File: config.mk
export PLATFORM = sky130hd
export DESIGN_NAME = fifo_wr_arbiter
export DESIGN_NICKNAME = d
export VERILOG_FILES = /design/src/rtl/fifo_wr_arbiter.sv
export SDC_FILE = /design/constraint.sdc
export NUM_CORES = 1
export LEC_CHECK = 0
export ABC_CLOCK_PERIOD_IN_PS = 4100
export CELL_PAD_IN_SITES_DETAIL_PLACEMENT = 0
export CELL_PAD_IN_SITES_GLOBAL_PLACEMENT = 1
export CORE_UTILIZATION = 31
export DETAILED_ROUTE_END_ITERATION = 8
export PLACE_DENSITY_LB_ADDON = 0.08
export SYNTH_ARGS = -nofsm -noshare
export SYNTH_HDL_FRONTEND = slang
export SYNTH_SLANG_ARGS = --single-unit
File: constraint.sdc
create_clock -name wr_clk -period 4.1 [get_ports wr_clk]
set_clock_uncertainty 0.15 [all_clocks]
set_input_delay 0.615 -clock wr_clk [delete_from_list [all_inputs] [get_ports wr_clk]]
set_output_delay 0.615 -clock wr_clk [all_outputs]
set_load 0.05 [all_outputs]
File: src/rtl/fifo_wr_arbiter.sv
// Purpose: round-robin burst arbiter sharing one FIFO write port among NUM_REQ producers.
// Latency: grant taken on the edge valid is seen in ARB; first word written on the next edge, 1 word/cycle after.
// Backpressure: full gates wr_en/req_ready in the same cycle; the grant is held (beat frozen) while full.
//
// Ports:
//   wr_clk, wr_rst_n  write-domain clock, asynchronous active-low reset
//   req_valid/_data   per-producer word offer; producer i owns req_data[i*DATA_WIDTH +: DATA_WIDTH]
//   req_ready         per-producer accept, one-hot or zero
//   wr_en, wr_data    FIFO write pins
//   full              FIFO full flag
//   grant_id          current (or most recent) granted producer
//   busy              high while a grant is held
//   word_cnt          total words written since reset, wraps at 2^16
module fifo_wr_arbiter #(
  parameter int DATA_WIDTH = 8,
  parameter int NUM_REQ    = 4,
  parameter int MAX_BURST  = 4
) (
  input  logic                          wr_clk,
  input  logic                          wr_rst_n,
  input  logic [NUM_REQ-1:0]            req_valid,
  input  logic [NUM_REQ*DATA_WIDTH-1:0] req_data,
  output logic [NUM_REQ-1:0]            req_ready,
  output logic                          wr_en,
  output logic [DATA_WIDTH-1:0]         wr_data,
  input  logic                          full,
  output logic [$clog2(NUM_REQ)-1:0]    grant_id,
  output logic                          busy,
  output logic [15:0]                   word_cnt
);

  localparam int IDW = $clog2(NUM_REQ);
  localparam int BW  = (MAX_BURST > 1) ? $clog2(MAX_BURST) : 1;

  localparam logic [BW-1:0]  BEAT_LAST = BW'(MAX_BURST - 1);
  localparam logic [IDW-1:0] ID_MAX    = IDW'(NUM_REQ - 1);

  typedef enum logic {
    ST_ARB,
    ST_GRANT
  } state_t;

  state_t         state;
  logic [IDW-1:0] last;
  logic [BW-1:0]  beat;
  logic [IDW-1:0] rr_sel;
  logic           cur_vld;
  logic           accept;

  // First valid producer scanning upward from prev+1, wrapping at NUM_REQ.
  // Only consulted when at least one request is valid.
  function automatic logic [IDW-1:0] rr_pick(input logic [NUM_REQ-1:0] vld,
                                             input logic [IDW-1:0]     prev);
    logic [IDW-1:0] sel;
    logic [IDW-1:0] idx;
    logic           found;
    sel   = '0;
    idx   = '0;
    found = 1'b0;
    for (int k = 1; k <= NUM_REQ; k++) begin
      idx = IDW'((int'(prev) + k) % NUM_REQ);
      if (!found && vld[idx]) begin
        sel   = idx;
        found = 1'b1;
      end
    end
    return sel;
  endfunction

  assign rr_sel  = rr_pick(req_valid, last);
  assign busy    = (state == ST_GRANT);
  assign cur_vld = req_valid[grant_id];
  assign accept  = busy & cur_vld & ~full;
  assign wr_en   = accept;
  assign wr_data = req_data[grant_id*DATA_WIDTH +: DATA_WIDTH];

  // Ready does not depend on valid: the granted producer sees ready whenever
  // the FIFO has room, so a word is taken exactly when it is offered.
  always_comb begin
    req_ready = '0;
    if (busy && !full) begin
      req_ready[grant_id] = 1'b1;
    end
  end

  always_ff @(posedge wr_clk or negedge wr_rst_n) begin
    if (!wr_rst_n) begin
      state    <= ST_ARB;
      grant_id <= '0;
      last     <= ID_MAX;
      beat     <= '0;
      word_cnt <= '0;
    end else begin
      if (accept) begin
        word_cnt <= word_cnt + 16'd1;
      end
      case (state)
        ST_ARB: begin
          if (|req_valid) begin
            grant_id <= rr_sel;
            beat     <= '0;
            state    <= ST_GRANT;
          end
        end
        ST_GRANT: begin
          // A full-length accept ends the burst regardless of what valid does
          // afterwards; a valid drop without accept forfeits the grant.
          if (accept) begin
            beat <= beat + BW'(1);
            if (beat == BEAT_LAST) begin
              last  <= grant_id;
              state <= ST_ARB;
            end
          end else if (!cur_vld) begin
            last  <= grant_id;
            state <= ST_ARB;
          end
        end
        default: state <= ST_ARB;
      endcase
    end
  end

endmodule

==> results of run 1 <==
## report_power, final
part	internal, uW	switching, uW
Combinational	345	475
Sequential	291	113
Clock	69.2	68.9
Total	705	657
## layer usage
metal	track usage, %	share of wire (%)	vias up
met5	0	0	-
met2	24.8	44	47
met1	23.8	49	564
li1	-	-	564
met3	4.22	7.3	2
met4	2.39	0.29	0
## flip-flops by register name (all words and copies together), names as in the netlist
name / count
beat: 2
word_cnt: 16
busy: 1
last: 2
grant_id: 2
## worst min-delay path by stage
stage,start,end,slack (ns),cells after the start
after CTS,word_cnt[15]$_DFFE_PN0P_,word_cnt[15]$_DFFE_PN0P_,0.33,1
final,word_cnt[15]$_DFFE_PN0P_,word_cnt[15]$_DFFE_PN0P_,0.32,1
after detailed placement,word_cnt[15]$_DFFE_PN0P_,word_cnt[15]$_DFFE_PN0P_,0.32,1
after global routing,word_cnt[15]$_DFFE_PN0P_,word_cnt[15]$_DFFE_PN0P_,0.36,1
after global placement,word_cnt[15]$_DFFE_PN0P_,word_cnt[15]$_DFFE_PN0P_,0.31,1
after floorplan,wr_rst_n,beat[0]$_DFFE_PN0P_,0.17,0
## kinds of logic (layout without fill, tap and decap cells)
group | count (synthesis) | in the layout
multiplexers | 12 | 12
flip-flops | 23 | 23
AO/OA/AOI/OAI | 13 | 13
XOR/XNOR | 15 | 15
buffers and inverters | 8 | 76
AND/OR/NAND/NOR | 45 | 45
adder cells (fa/ha/maj) | 2 | 2
## synth_stat cells (2+ instances only)
master | count | area [um2]
nand2b_1 | 2 | 12.5
ha_1 | 2 | 25.0
and3_1 | 4 | 25.0
nand2_1 | 16 | 60.1
and4_1 | 2 | 17.5
inv_1 | 2 | 7.51
clkbuf_1 | 2 | 7.51
dfrtp_1 | 21 | 526
nor2_1 | 5 | 18.8
dfstp_2 | 2 | 52.6
xnor2_1 | 13 | 114
nand3_1 | 6 | 30.0
a21oi_1 | 2 | 10.0
xor2_1 | 2 | 17.5
nand4_1 | 4 | 25.0
mux4_2 | 9 | 203
buf_6 | 2 | 22.5
o21ai_0 | 4 | 20.0
## worst max-delay path: cells and delay by family
kind / cells / cell delay, ns
buffers and inverters: 2 / 1.18
muxes: 1 / 0.58
and+or+nand+nor: 1 / 0.23
## through the flow
step,cells,total power (uW)
finish,236,1360
global route,236,1440
CTS,236,1380
detailed placement,232,1230
global placement,232,1230
floorplan,118,978
## layout make-up
| type | instances | area [um2] | share of cell area (%) |
|---|---|---|---|
| clock buffer | 4 | 45.0 | 2.14 |
| inverter | 2 | 7.51 | 0.357 |
| multi-input combinational | 87 | 711 | 33.8 |
| sequential | 23 | 578 | 27.5 |
| tap | 50 | 62.6 | 2.97 |
| timing repair buffer | 70 | 701 | 33.3 |
==> flow_metrics.env, run 1 <==
export IMPL_dpl_worst_slack_ns=0.733
export IMPL_critPathSlowestCell="clkdlybuf4s50_1"
export IMPL_p_per_area_nw_per_um2=647
export IMPL_synthDistinctLibCells=36
export IMPL_drt_iter0_drc=65
export IMPL_dp_hpwl_um=2710
export IMPL_required_ns=3.34
export IMPL_synth_edff_count=0
export IMPL_fin_area_um2=2100
export IMPL_antenna_found_initial=0
export IMPL_cts_clk_slew_worst_paths_ns=0.08
export IMPL_reg2reg_slack_ns=1.84
export IMPL_setup_viol=0
export IMPL_port_buffers=70
export IMPL_seq_area_frac_synth_pct=43.3
export IMPL_first_pass_iters=4
export IMPL_slew_viol_final=0
export IMPL_dieArea_um2=4570
export IMPL_via_count=1177
export IMPL_ys_warn_count=0
export IMPL_start_kind="primary input"
export IMPL_initial_core_util_pct=32.9
export IMPL_rr_worst_depth=3
export IMPL_setup_ws_ns=0.723
export IMPL_fmax_ghz=0.296
export IMPL_synth_compound_area_share_pct=6.09
export IMPL_cap_violations=0
export IMPL_wl_um=3460
export IMPL_synth_area_um2=1340
export IMPL_ctsHoldBuffers=0
export IMPL_fillers=378
export IMPL_die_x_um=67.6
export IMPL_rr_endpoint="last[1]$_DFFE_PN1P_"
export IMPL_grtUsageTotal_pct=16.4
export IMPL_crit_start="req_valid[3]"
export IMPL_ys_ff_latch=23
export IMPL_avgSynthCellArea_um2=11.3
export IMPL_avgViaCountPerCell=4.99
export IMPL_synthSimpleGateAreaFrac_pct=17.5
export IMPL_area_delta_synth_final_pct=57.6
export IMPL_clock_latency_ns=0.26
export IMPL_drc_errors=0
export IMPL_post_route_util_pct=51.9
export IMPL_synth_xor_xnor_area_share_pct=9.84
export IMPL_ios=71
export IMPL_hold_path_class="reg2reg"
export IMPL_cpPeakStageDelay_ns=0.70
export IMPL_worstSetupPathType="in2out"
export IMPL_drive_above_1_share_pct=9.14
export IMPL_cp_cell_sequence="clkdlybuf4s50_1 > mux4_2 > and2_4 > clkdlybuf4s50_1"
export IMPL_grt_pass1_wl_um=5520
export IMPL_worst_setup_path_end_kind="primary output"
export IMPL_postRouteAntennaNets=0
export IMPL_routedWlPerCell_um=14.7
export IMPL_leakagePower_uw=0.000839
export IMPL_htreeDepth=1
export IMPL_grt_pass1_vias=1092
export IMPL_worstPathMaxFanout=10
export IMPL_finalNetCount=228
export IMPL_mappedNetlistNets=159
export IMPL_ys_flop_type="dfrtp_1"
export IMPL_slew_headroom_pct=30.9
export IMPL_vdd_drop_max_uv=441
export IMPL_synthAdderAreaFrac_pct=1.87
export IMPL_synth_top_family_by_area="multiplexers"
export IMPL_worstMarginPinSlew_ns=1.03
export IMPL_postCtsSetupBuffers=0
export IMPL_final_common_cell="clkdlybuf4s50_1"
export IMPL_finalCriticalPeriod_ns=3.38
export IMPL_tns_ns=0
export IMPL_timing_rr_start="grant_id[1]$_DFFE_PN0P_"
export IMPL_cts_resized_gates=0
export IMPL_crit_path_end="wr_en"
export IMPL_cp_arrival_ns=2.61
export IMPL_rsz0062_at_grt="false"
export IMPL_layout_common_cells="clkdlybuf4s50_1, dfrtp_1, nand2_1"
export IMPL_netlist_instances=118
export IMPL_holdWs_ns=0.321
export IMPL_synthMuxAreaShare_pct=17.9
export IMPL_die_h_um=67.6
export IMPL_gp_congestion=0.717
export IMPL_synthArstFlopShare_pct=100
export IMPL_tritoncts="yes"
export IMPL_cts_root_buffer="clkbuf_8"
export IMPL_grt_max_degree=24
export IMPL_hold_viol_final=0
export IMPL_fin_crit_sh_pct=82.4
export IMPL_place_area_um2=2060
export IMPL_core_area_um2=4060
export IMPL_overflow=0
export IMPL_clock_sinks=23
export IMPL_diodes=0
export IMPL_crit_top_cell="clkdlybuf4s50_1"
export IMPL_core_rowCount=23
export IMPL_cts_max_path_buffers=2
export IMPL_cts_made_buffers=3
export IMPL_outcome="finished clean"
Note: power is estimated with default switching activity, not from simulation.
==> inputs of run 2 (changes only) <==
--- a/config.mk
+++ b/config.mk
@@ -5,10 +5,10 @@
 export SDC_FILE = /design/constraint.sdc
 export NUM_CORES = 1
 export LEC_CHECK = 0
-export ABC_CLOCK_PERIOD_IN_PS = 4100
+export ABC_CLOCK_PERIOD_IN_PS = 3300
 export CELL_PAD_IN_SITES_DETAIL_PLACEMENT = 0
 export CELL_PAD_IN_SITES_GLOBAL_PLACEMENT = 1
-export CORE_UTILIZATION = 31
+export CORE_UTILIZATION = 29
 export DETAILED_ROUTE_END_ITERATION = 8
 export PLACE_DENSITY_LB_ADDON = 0.08
 export SYNTH_ARGS = -nofsm -noshare
==> constraint.sdc (replaced) <==
create_clock -name wr_clk -period 3.3 [get_ports wr_clk]
set_clock_uncertainty 0.15 [all_clocks]
set_input_delay 0.495 -clock wr_clk [delete_from_list [all_inputs] [get_ports wr_clk]]
set_output_delay 0.495 -clock wr_clk [all_outputs]
set_load 0.05 [all_outputs]
==> run 2 against run 1 <==
  * Worst setup slack worse by 0.46 ns
  * Clock power up 27%
  * Wire length increased by 3.3%
  * Critical endpoint is now wr_data[3]
  * Largest power group unchanged
==> flow_metrics.env, run 2 (synthesized netlist as in run 1, its figures left out) <==
export IMPL_outcome="finished clean"
export IMPL_cts_clk_slew_worst_paths_ns=0.08
export IMPL_leakagePower_uw=0.000846
export IMPL_postCtsSetupBuffers=0
export IMPL_tritoncts="yes"
export IMPL_die_h_um=69.9
export IMPL_slew_viol_final=0
export IMPL_grt_max_degree=23
export IMPL_postRouteAntennaNets=0
export IMPL_wl_um=3580
export IMPL_first_pass_iters=4
export IMPL_top_register="word_cnt"
export IMPL_avgViaCountPerCell=4.94
export IMPL_worst_setup_path_end_kind="primary output"
export IMPL_grt_pass1_wl_um=5910
export IMPL_largest_reg_flops=16
export IMPL_grt_pass1_vias=1199
export IMPL_worstPathMaxFanout=16
export IMPL_drt_iter0_drc=53
export IMPL_finalCriticalPeriod_ns=3.03
export IMPL_setup_viol=0
export IMPL_drive_above_1_share_pct=10.2
export IMPL_drc_errors=0
export IMPL_required_ns=2.65
export IMPL_antenna_found_initial=0
export IMPL_area_delta_synth_final_pct=58.2
export IMPL_cap_violations=0
export IMPL_cts_resized_gates=0
export IMPL_overflow=0
export IMPL_port_buffers=70
export IMPL_layout_common_cells="clkdlybuf4s50_1, dfrtp_1, nand2_1"
export IMPL_ios=71
export IMPL_initial_core_util_pct=30.5
export IMPL_gp_congestion=0.736
export IMPL_dp_hpwl_um=2760
export IMPL_holdWs_ns=0.319
export IMPL_worstMarginPinSlew_ns=1.02
export IMPL_fmax_ghz=0.330
export IMPL_cts_root_buffer="clkbuf_8"
export IMPL_p_per_area_nw_per_um2=806
export IMPL_core_rowCount=24
export IMPL_post_route_util_pct=48.2
export IMPL_hold_path_class="reg2reg"
export IMPL_cts_max_path_buffers=2
export IMPL_final_cells=239
export IMPL_fin_area_um2=2110
export IMPL_rsz0062_at_grt="false"
export IMPL_htreeDepth=1
export IMPL_die_x_um=69.9
export IMPL_dieArea_um2=4880
export IMPL_dp_cells=235
export IMPL_via_count=1181
export IMPL_place_area_um2=2070
export IMPL_diodes=0
export IMPL_fin_crit_sh_pct=91.9
export IMPL_cp_arrival_ns=2.39
export IMPL_worstSetupPathType="reg2out"
export IMPL_finalNetCount=229
export IMPL_clock_sinks=23
export IMPL_cts_made_buffers=3
export IMPL_clock_latency_ns=0.26
export IMPL_vdd_drop_max_uv=553
export IMPL_tns_ns=0
export IMPL_routedWlPerCell_um=15.0
export IMPL_ctsHoldBuffers=0
export IMPL_core_area_um2=4380
export IMPL_grtUsageTotal_pct=15.5
export IMPL_slew_headroom_pct=32.0
export IMPL_final_common_cell="clkdlybuf4s50_1"
export IMPL_hold_viol_final=0
export IMPL_start_kind="register"
run 2: cell count changes in the layout (fill, tap and decap cells not counted):
cell	change
buf_4	+2
clkdlybuf4s50_1	-1
run 2: path summary, 6_finish.rpt:
kind / from / to / slack, ns / depth (start not counted)
max: grant_id[0]$_DFFE_PN0P_ / wr_data[3] / 0.27 / 2
min: word_cnt[15]$_DFFE_PN0P_ / word_cnt[15]$_DFFE_PN0P_ / 0.32 / 1
max reg2reg: grant_id[1]$_DFFE_PN0P_ / word_cnt[7]$_DFFE_PN0P_ / 0.99 / 4
min reg2reg: word_cnt[15]$_DFFE_PN0P_ / word_cnt[15]$_DFFE_PN0P_ / 0.32 / 1
max in group asynchronous: wr_rst_n / last[1]$_DFFE_PN1P_ / 1.66 / 2
min in group asynchronous: wr_rst_n / grant_id[0]$_DFFE_PN0P_ / 0.63 / 1
run 2: worst max-delay path, stage by stage (launching register included):
cell and delay (ns):
dfrtp_1 0.80, mux4_2 0.60, clkdlybuf4s50_1 0.72
run 2: layout make-up:
type	instances	area [um2]
fill	420	2270
timing repair buffer	71	706
multi-input combinational	87	711
inverter	2	7.51
sequential	23	578
tap	52	65.1
clock buffer	4	45.0
run 2: routing by layer:
layer | GRT usage [%] | part of all wire (%) | vias to the layer above
met5 | 0 | 0 | -
met4 | 3.11 | 0.39 | 0
met3 | 4.04 | 3.7 | 2
met2 | 26.8 | 52 | 30
met1 | 19.4 | 44 | 585
li1 | - | - | 564
run 2: report_power, final:
part	total, uW	switching, uW	internal, uW
Clock	175	88.7	86.1
Sequential	500	139	361
Combinational	1030	599	428
run 2: through the flow:
stage / setup slack [ns] / total power, uW
final: 0.268 / 1700
after CTS: 0.214 / 1720
after global placement: 0.416 / 1520
after global routing: 0.0993 / 1790
after floorplan: 0.409 / 1220
after detailed placement: 0.355 / 1540
